### config.mk
export PLATFORM = sky130hd
export DESIGN_NAME = nes_joypad_responder_flat
export DESIGN_NICKNAME = d
export VERILOG_FILES = /design/src/rtl/nes_joypad_responder_if.sv /design/src/rtl/nes_joypad_responder.sv /design/src/flat_wrapper.sv
export SDC_FILE = /design/constraint.sdc
export NUM_CORES = 1
export LEC_CHECK = 0
export ABC_AREA = 1
export BUFFER_PORTS_ARGS = -buffer_cell sky130_fd_sc_hd__buf_4
export CAP_MARGIN = 10
export CORE_MARGIN = 4
export CORE_UTILIZATION = 32
export CTS_CLUSTER_SIZE = 10
export DETAILED_ROUTE_END_ITERATION = 12
export GPL_ROUTABILITY_DRIVEN = 0
export SYNTH_ARGS = -nofsm -noshare
export SYNTH_HDL_FRONTEND = slang
export SYNTH_SLANG_ARGS = --single-unit
### constraint.sdc
create_clock -name clk_in -period 1.9 [get_ports clk_in]
set_input_delay 0.19 -clock clk_in [delete_from_list [all_inputs] [get_ports clk_in]]
set_output_delay 0.19 -clock clk_in [all_outputs]
set_load 0.05 [all_outputs]
### src/rtl/nes_joypad_responder_if.sv
// Joypad serial bus between the rp2a03 joypad controller (master) and the pad emulator (slave).
interface nes_joypad_responder_if;
   logic jp_latch_in;
   logic jp_clk_in;
   logic jp_data1_out;
   logic jp_data2_out;

   modport master (
      output jp_latch_in,
      output jp_clk_in,
      input  jp_data1_out,
      input  jp_data2_out
   );

   modport slave (
      input  jp_latch_in,
      input  jp_clk_in,
      output jp_data1_out,
      output jp_data2_out
   );
endinterface

### src/rtl/nes_joypad_responder.sv
// Emulates two 4021-based NES pads from parallel button vectors on the rp2a03 joypad bus.
// Optional turbo A/B masking is compiled in with `define JOYPAD_TURBO_EN.
module nes_joypad_responder #(
   parameter int unsigned SYNC_STAGES  = 2,
   parameter bit          SOCD_FILTER  = 1'b1,
   parameter logic        FILL_BIT     = 1'b1,
   parameter int unsigned TURBO_FRAMES = 2
) (
   input  logic                     clk_in,
   input  logic                     rst_in,
   input  logic [7:0]               btn1_in,
   input  logic [7:0]               btn2_in,
   nes_joypad_responder_if.slave    jp,
   output logic                     read_done_out
`ifdef JOYPAD_TURBO_EN
   ,
   input  logic [1:0]               turbo1_in,
   input  logic [1:0]               turbo2_in
`endif
);

   if (SYNC_STAGES < 2 || TURBO_FRAMES < 1) begin : g_param_check
      $error("nes_joypad_responder: SYNC_STAGES must be >= 2 and TURBO_FRAMES >= 1");
   end

   logic [SYNC_STAGES-1:0] latch_sync;
   logic [SYNC_STAGES-1:0] clk_sync;
   logic                   latch_prev;
   logic                   clk_prev;
   logic [7:0]             sr1;
   logic [7:0]             sr2;
   logic [3:0]             bit_cnt;
   logic                   latch_now;
   logic                   clk_rise;
   logic [7:0]             cond1;
   logic [7:0]             cond2;

   assign latch_now = latch_sync[SYNC_STAGES-1];
   assign clk_rise  = clk_sync[SYNC_STAGES-1] & ~clk_prev;

   // Opposing directions pressed together read as neither pressed.
   function automatic logic [7:0] socd(input logic [7:0] b);
      logic [7:0] r;
      r = b;
      if (SOCD_FILTER) begin
         if (b[4] && b[5]) r[5:4] = 2'b00;
         if (b[6] && b[7]) r[7:6] = 2'b00;
      end
      return r;
   endfunction

`ifdef JOYPAD_TURBO_EN
   localparam int unsigned TCW = (TURBO_FRAMES > 1) ? $clog2(TURBO_FRAMES) : 1;

   logic [TCW-1:0] turbo_cnt;
   logic           turbo_phase;
   logic           latch_fall;

   assign latch_fall = latch_prev & ~latch_now;

   always_ff @(posedge clk_in) begin
      if (rst_in) begin
         turbo_cnt   <= '0;
         turbo_phase <= 1'b0;
      end else if (latch_fall) begin
         if (turbo_cnt == TCW'(TURBO_FRAMES - 1)) begin
            turbo_cnt   <= '0;
            turbo_phase <= ~turbo_phase;
         end else begin
            turbo_cnt <= turbo_cnt + TCW'(1);
         end
      end
   end

   // Turbo-enabled A/B read released during phase 0 and pass through in phase 1.
   always_comb begin
      cond1 = socd(btn1_in) & ~{6'b00_0000, turbo1_in & {2{~turbo_phase}}};
      cond2 = socd(btn2_in) & ~{6'b00_0000, turbo2_in & {2{~turbo_phase}}};
   end
`else
   always_comb begin
      cond1 = socd(btn1_in);
      cond2 = socd(btn2_in);
   end
`endif

   always_ff @(posedge clk_in) begin
      if (rst_in) begin
         latch_sync    <= '0;
         clk_sync      <= '0;
         latch_prev    <= 1'b0;
         clk_prev      <= 1'b0;
         sr1           <= '0;
         sr2           <= '0;
         bit_cnt       <= '0;
         read_done_out <= 1'b0;
      end else begin
         latch_sync    <= {latch_sync[SYNC_STAGES-2:0], jp.jp_latch_in};
         clk_sync      <= {clk_sync[SYNC_STAGES-2:0], jp.jp_clk_in};
         latch_prev    <= latch_now;
         clk_prev      <= clk_sync[SYNC_STAGES-1];
         read_done_out <= 1'b0;
         // Latch has priority: a clock edge seen while latched is swallowed by the reload.
         if (latch_now) begin
            sr1     <= cond1;
            sr2     <= cond2;
            bit_cnt <= '0;
         end else if (clk_rise) begin
            sr1 <= {FILL_BIT, sr1[7:1]};
            sr2 <= {FILL_BIT, sr2[7:1]};
            if (bit_cnt != 4'd8) begin
               bit_cnt <= bit_cnt + 4'd1;
            end
            read_done_out <= (bit_cnt == 4'd7);
         end
      end
   end

   assign jp.jp_data1_out = sr1[0];
   assign jp.jp_data2_out = sr2[0];

endmodule

### src/flat_wrapper.sv
// flat-port wrapper written by rule: the top's interface ports become plain ports
module nes_joypad_responder_flat 
#(
   parameter int unsigned SYNC_STAGES  = 2,
   parameter bit          SOCD_FILTER  = 1'b1,
   parameter logic        FILL_BIT     = 1'b1,
   parameter int unsigned TURBO_FRAMES = 2
)
  (clk_in, rst_in, btn1_in, btn2_in, read_done_out, jp_jp_latch_in, jp_jp_clk_in, jp_jp_data1_out, jp_jp_data2_out);
  nes_joypad_responder_if jp_i ();
  input  logic clk_in;
  input  logic rst_in;
  input  logic [7:0] btn1_in;
  input  logic [7:0] btn2_in;
  output logic read_done_out;
  input wire logic [$bits(jp_i.jp_latch_in)-1:0] jp_jp_latch_in;
  input wire logic [$bits(jp_i.jp_clk_in)-1:0] jp_jp_clk_in;
  output wire logic [$bits(jp_i.jp_data1_out)-1:0] jp_jp_data1_out;
  output wire logic [$bits(jp_i.jp_data2_out)-1:0] jp_jp_data2_out;
  assign jp_i.jp_latch_in = jp_jp_latch_in;
  assign jp_i.jp_clk_in = jp_jp_clk_in;
  assign jp_jp_data1_out = jp_i.jp_data1_out;
  assign jp_jp_data2_out = jp_i.jp_data2_out;
  nes_joypad_responder #(.SYNC_STAGES(SYNC_STAGES), .SOCD_FILTER(SOCD_FILTER), .FILL_BIT(FILL_BIT), .TURBO_FRAMES(TURBO_FRAMES)) u_core (.clk_in(clk_in), .rst_in(rst_in), .btn1_in(btn1_in), .btn2_in(btn2_in), .jp(jp_i), .read_done_out(read_done_out));
endmodule
==> results.sh <==
export IMPL_worst_ir_drop_vdd_mv=0.464
export IMPL_max_slew_margin_pct=70.0
export IMPL_first_global_vias=892
export IMPL_diodes=0
export IMPL_grt_max_degree=16
export IMPL_timing_final_ws_setup_ns=0.608
export IMPL_synth_cell_types=19
export IMPL_grt_usage_pct=10.6
export IMPL_syn_nets=190
export IMPL_syn_to_final_growth_pct=18.7
export IMPL_power_density_mw_per_mm2=701
export IMPL_drtIter0Drc=38
export IMPL_cts_inserted_buffers=3
export IMPL_clk_pin_slew_ns=0.08
export IMPL_overflow=0
export IMPL_clock_sinks=26
export IMPL_crit_path_cell_trace="inv_2 > nand2_4 > inv_2 > nor2_1 > nor2_1"
export IMPL_syn_inst=168
export IMPL_drt_pass1_iter_count=3
export IMPL_portBuffers=22
export IMPL_final_setup_skew_ns=0.00313
export IMPL_cp_top_family="flip-flops"
export IMPL_worst_ep_required_time_ns=2.06
export IMPL_synthesis_area_mm2=0.00118
export IMPL_cp_end_kind="flop"
export IMPL_drv_cap=0
export IMPL_die_area_mm2=0.00474
export IMPL_die_y_um=68.9
export IMPL_startpoint="u_core.latch_sync[1]"
export IMPL_antenna_left=0
export IMPL_ys_warn_count=0
export IMPL_fin_util_pct=40.9
export IMPL_min_period_ns=1.29
export IMPL_worstPathArrival_ns=1.46
export IMPL_grt_setup_unrepaired="false"
export IMPL_routedWlPerCell_um=9.53
export IMPL_stdcell_count=235
export IMPL_dr_max_layer_used="met4"
export IMPL_ff_latch_area_um2=520
export IMPL_hold_viol=0
export IMPL_tightest_slew_ns=0.449
export IMPL_holdWs_ns=0.121
export IMPL_fin_crit_sh_pct=68.0
export IMPL_placed_cell_area_mm2=0.00137
export IMPL_fmax_mhz=774
export IMPL_coreArea_mm2=0.00344
export IMPL_worstSetupPathType="flop to flop"
export IMPL_status="completed"
export IMPL_dp_slack_ns=0.623
export IMPL_tritoncts="yes"
export IMPL_root_buffer="clkbuf_8"
export IMPL_dpl_hpwl_um=1720
export IMPL_placementRows=21
export IMPL_dpl_cell_count=232
export IMPL_min_path_type="input port to flop"
export IMPL_ios=23
export IMPL_grt_pass1_wl_um=3840
export IMPL_r2r_start="u_core.latch_sync[1]"
export IMPL_cts_buffer_depth=2
export IMPL_antenna_found_initial=0
export IMPL_hold_buffers=0
export IMPL_drive_gt1_share_pct=18.0
export IMPL_start_util_pct=34.4
export IMPL_vias_per_cell=4.26
export IMPL_ys_ff_latch=26
export IMPL_tns_ns=0
export IMPL_max_stage_delay_ns=0.60
export IMPL_nets=213
export IMPL_h_tree_depth=1
export IMPL_power_uw=987
export IMPL_cp_max_fo=14
export IMPL_drv_slew=0
export IMPL_drc_errors=0
export IMPL_multiInputGateArea_um2=509
export IMPL_die_w_um=68.9
export IMPL_wl_met3_um=125
export IMPL_fill_cells=370
export IMPL_fin_area_mm2=0.00141
export IMPL_postCtsSetupRepairBufs=0
export IMPL_ys_seq_area_share_pct=43.9
export IMPL_leakage_nw=0.585
export IMPL_slowest_stage="dfxtp_1"
export IMPL_hp_start="jp_jp_latch_in"
export IMPL_start_kind="flop"
export IMPL_routedLengthMet1_um=1160
export IMPL_worstSkewPairLatency_ns=0.26
export IMPL_setup_violations=0
export IMPL_vias=1001
export IMPL_drt_wl_total_um=2240
export IMPL_post_cts_resized=0
export IMPL_met2_length_um=948
export IMPL_avgSynthCellArea_um2=7.05
export IMPL_cp_num_buf_inv=2
## cells in the mapped netlist
cell type   n  area, um2
nand2_4     1       11.3
dfxtp_1    26        521
nand2_2     1       6.26
a21oi_1    12       60.1
o21ai_0    20        100
nand3_1     6       30.0
a21oi_2     1       8.76
nor2_4      1       11.3
buf_6       4       45.0
nor2_2      1       6.26
nor2_1     20       75.1
o21ai_1     2       10.0
nand2_1    39        146
inv_1      24       90.1
clkinv_1    1       3.75
nand4_1     3       18.8
inv_2       3       11.3
buf_2       1       5.00
ha_1        2       25.0
## worst paths after layout
| check | slack, ns | endpoint | cells past startpoint |
|---|---|---|---|
| worst min register to register | 0.41 | u_core.clk_sync[1] | 2 |
| worst max-delay path | 0.61 | u_core.sr2[6] | 5 |
| worst max register to register | 0.61 | u_core.sr2[6] | 5 |
| worst min-delay path | 0.12 | u_core.latch_sync[0] | 3 |
## layout by cell type (no fill, tap or decap), types with 3 or more instances in the layout
| master | count |
|---|---|
| a21oi_1 | 12 |
| buf_4 | 23 |
| nor2_1 | 20 |
| inv_2 | 3 |
| o21ai_0 | 20 |
| nand4_1 | 3 |
| nand3_1 | 6 |
| inv_1 | 24 |
| nand2_1 | 39 |
| dfxtp_1 | 26 |
| clkbuf_8 | 3 |
## tightest hold or removal path, stage by stage
cell    delay, ns
buf_4        0.07
inv_1        0.03
nor2_1       0.06
## power by group
group / switching, mW / internal [mW]
Combinational: 0.0617 / 0.0504
Clock: 0.156 / 0.142
Sequential: 0.0125 / 0.565
## metal layers
| metal | track usage (%) | vias up |
|---|---|---|
| met2 | 15.6 | 15 |
| met1 | 15.3 | 421 |
| li1 | - | 563 |
| met4 | 2.19 | 0 |
| met3 | 3.24 | 2 |
| met5 | 0 | - |
## area by class of cell
type / count / share of cell area (%)
Timing Repair Buffer: 23 / 12.3
Clock buffer: 3 / 2.94
Inverter: 28 / 7.47
Multi-Input combinational cell: 109 / 36.2
Tap cell: 46 / 4.09
Sequential cell: 26 / 37.0
## flip-flops by register name (all words and copies together), names as in the netlist
name / count
u_core.bit_cnt: 4
u_core.clk_prev: 1
u_core.clk_sync: 2
u_core.latch_sync: 2
u_core.read_done_out: 1
u_core.sr1: 8
u_core.sr2: 8
## kinds of logic (layout without fill, tap and decap cells)
kind of cell,after synthesis,in the layout,share of synthesized area [%]
compound gates,35,35,15.1
buf+inv,33,54,13.1
flops,26,26,43.9
fa+ha+maj,2,2,2.11
simple gates,72,72,25.8
(Power assumes the default switching activity.)
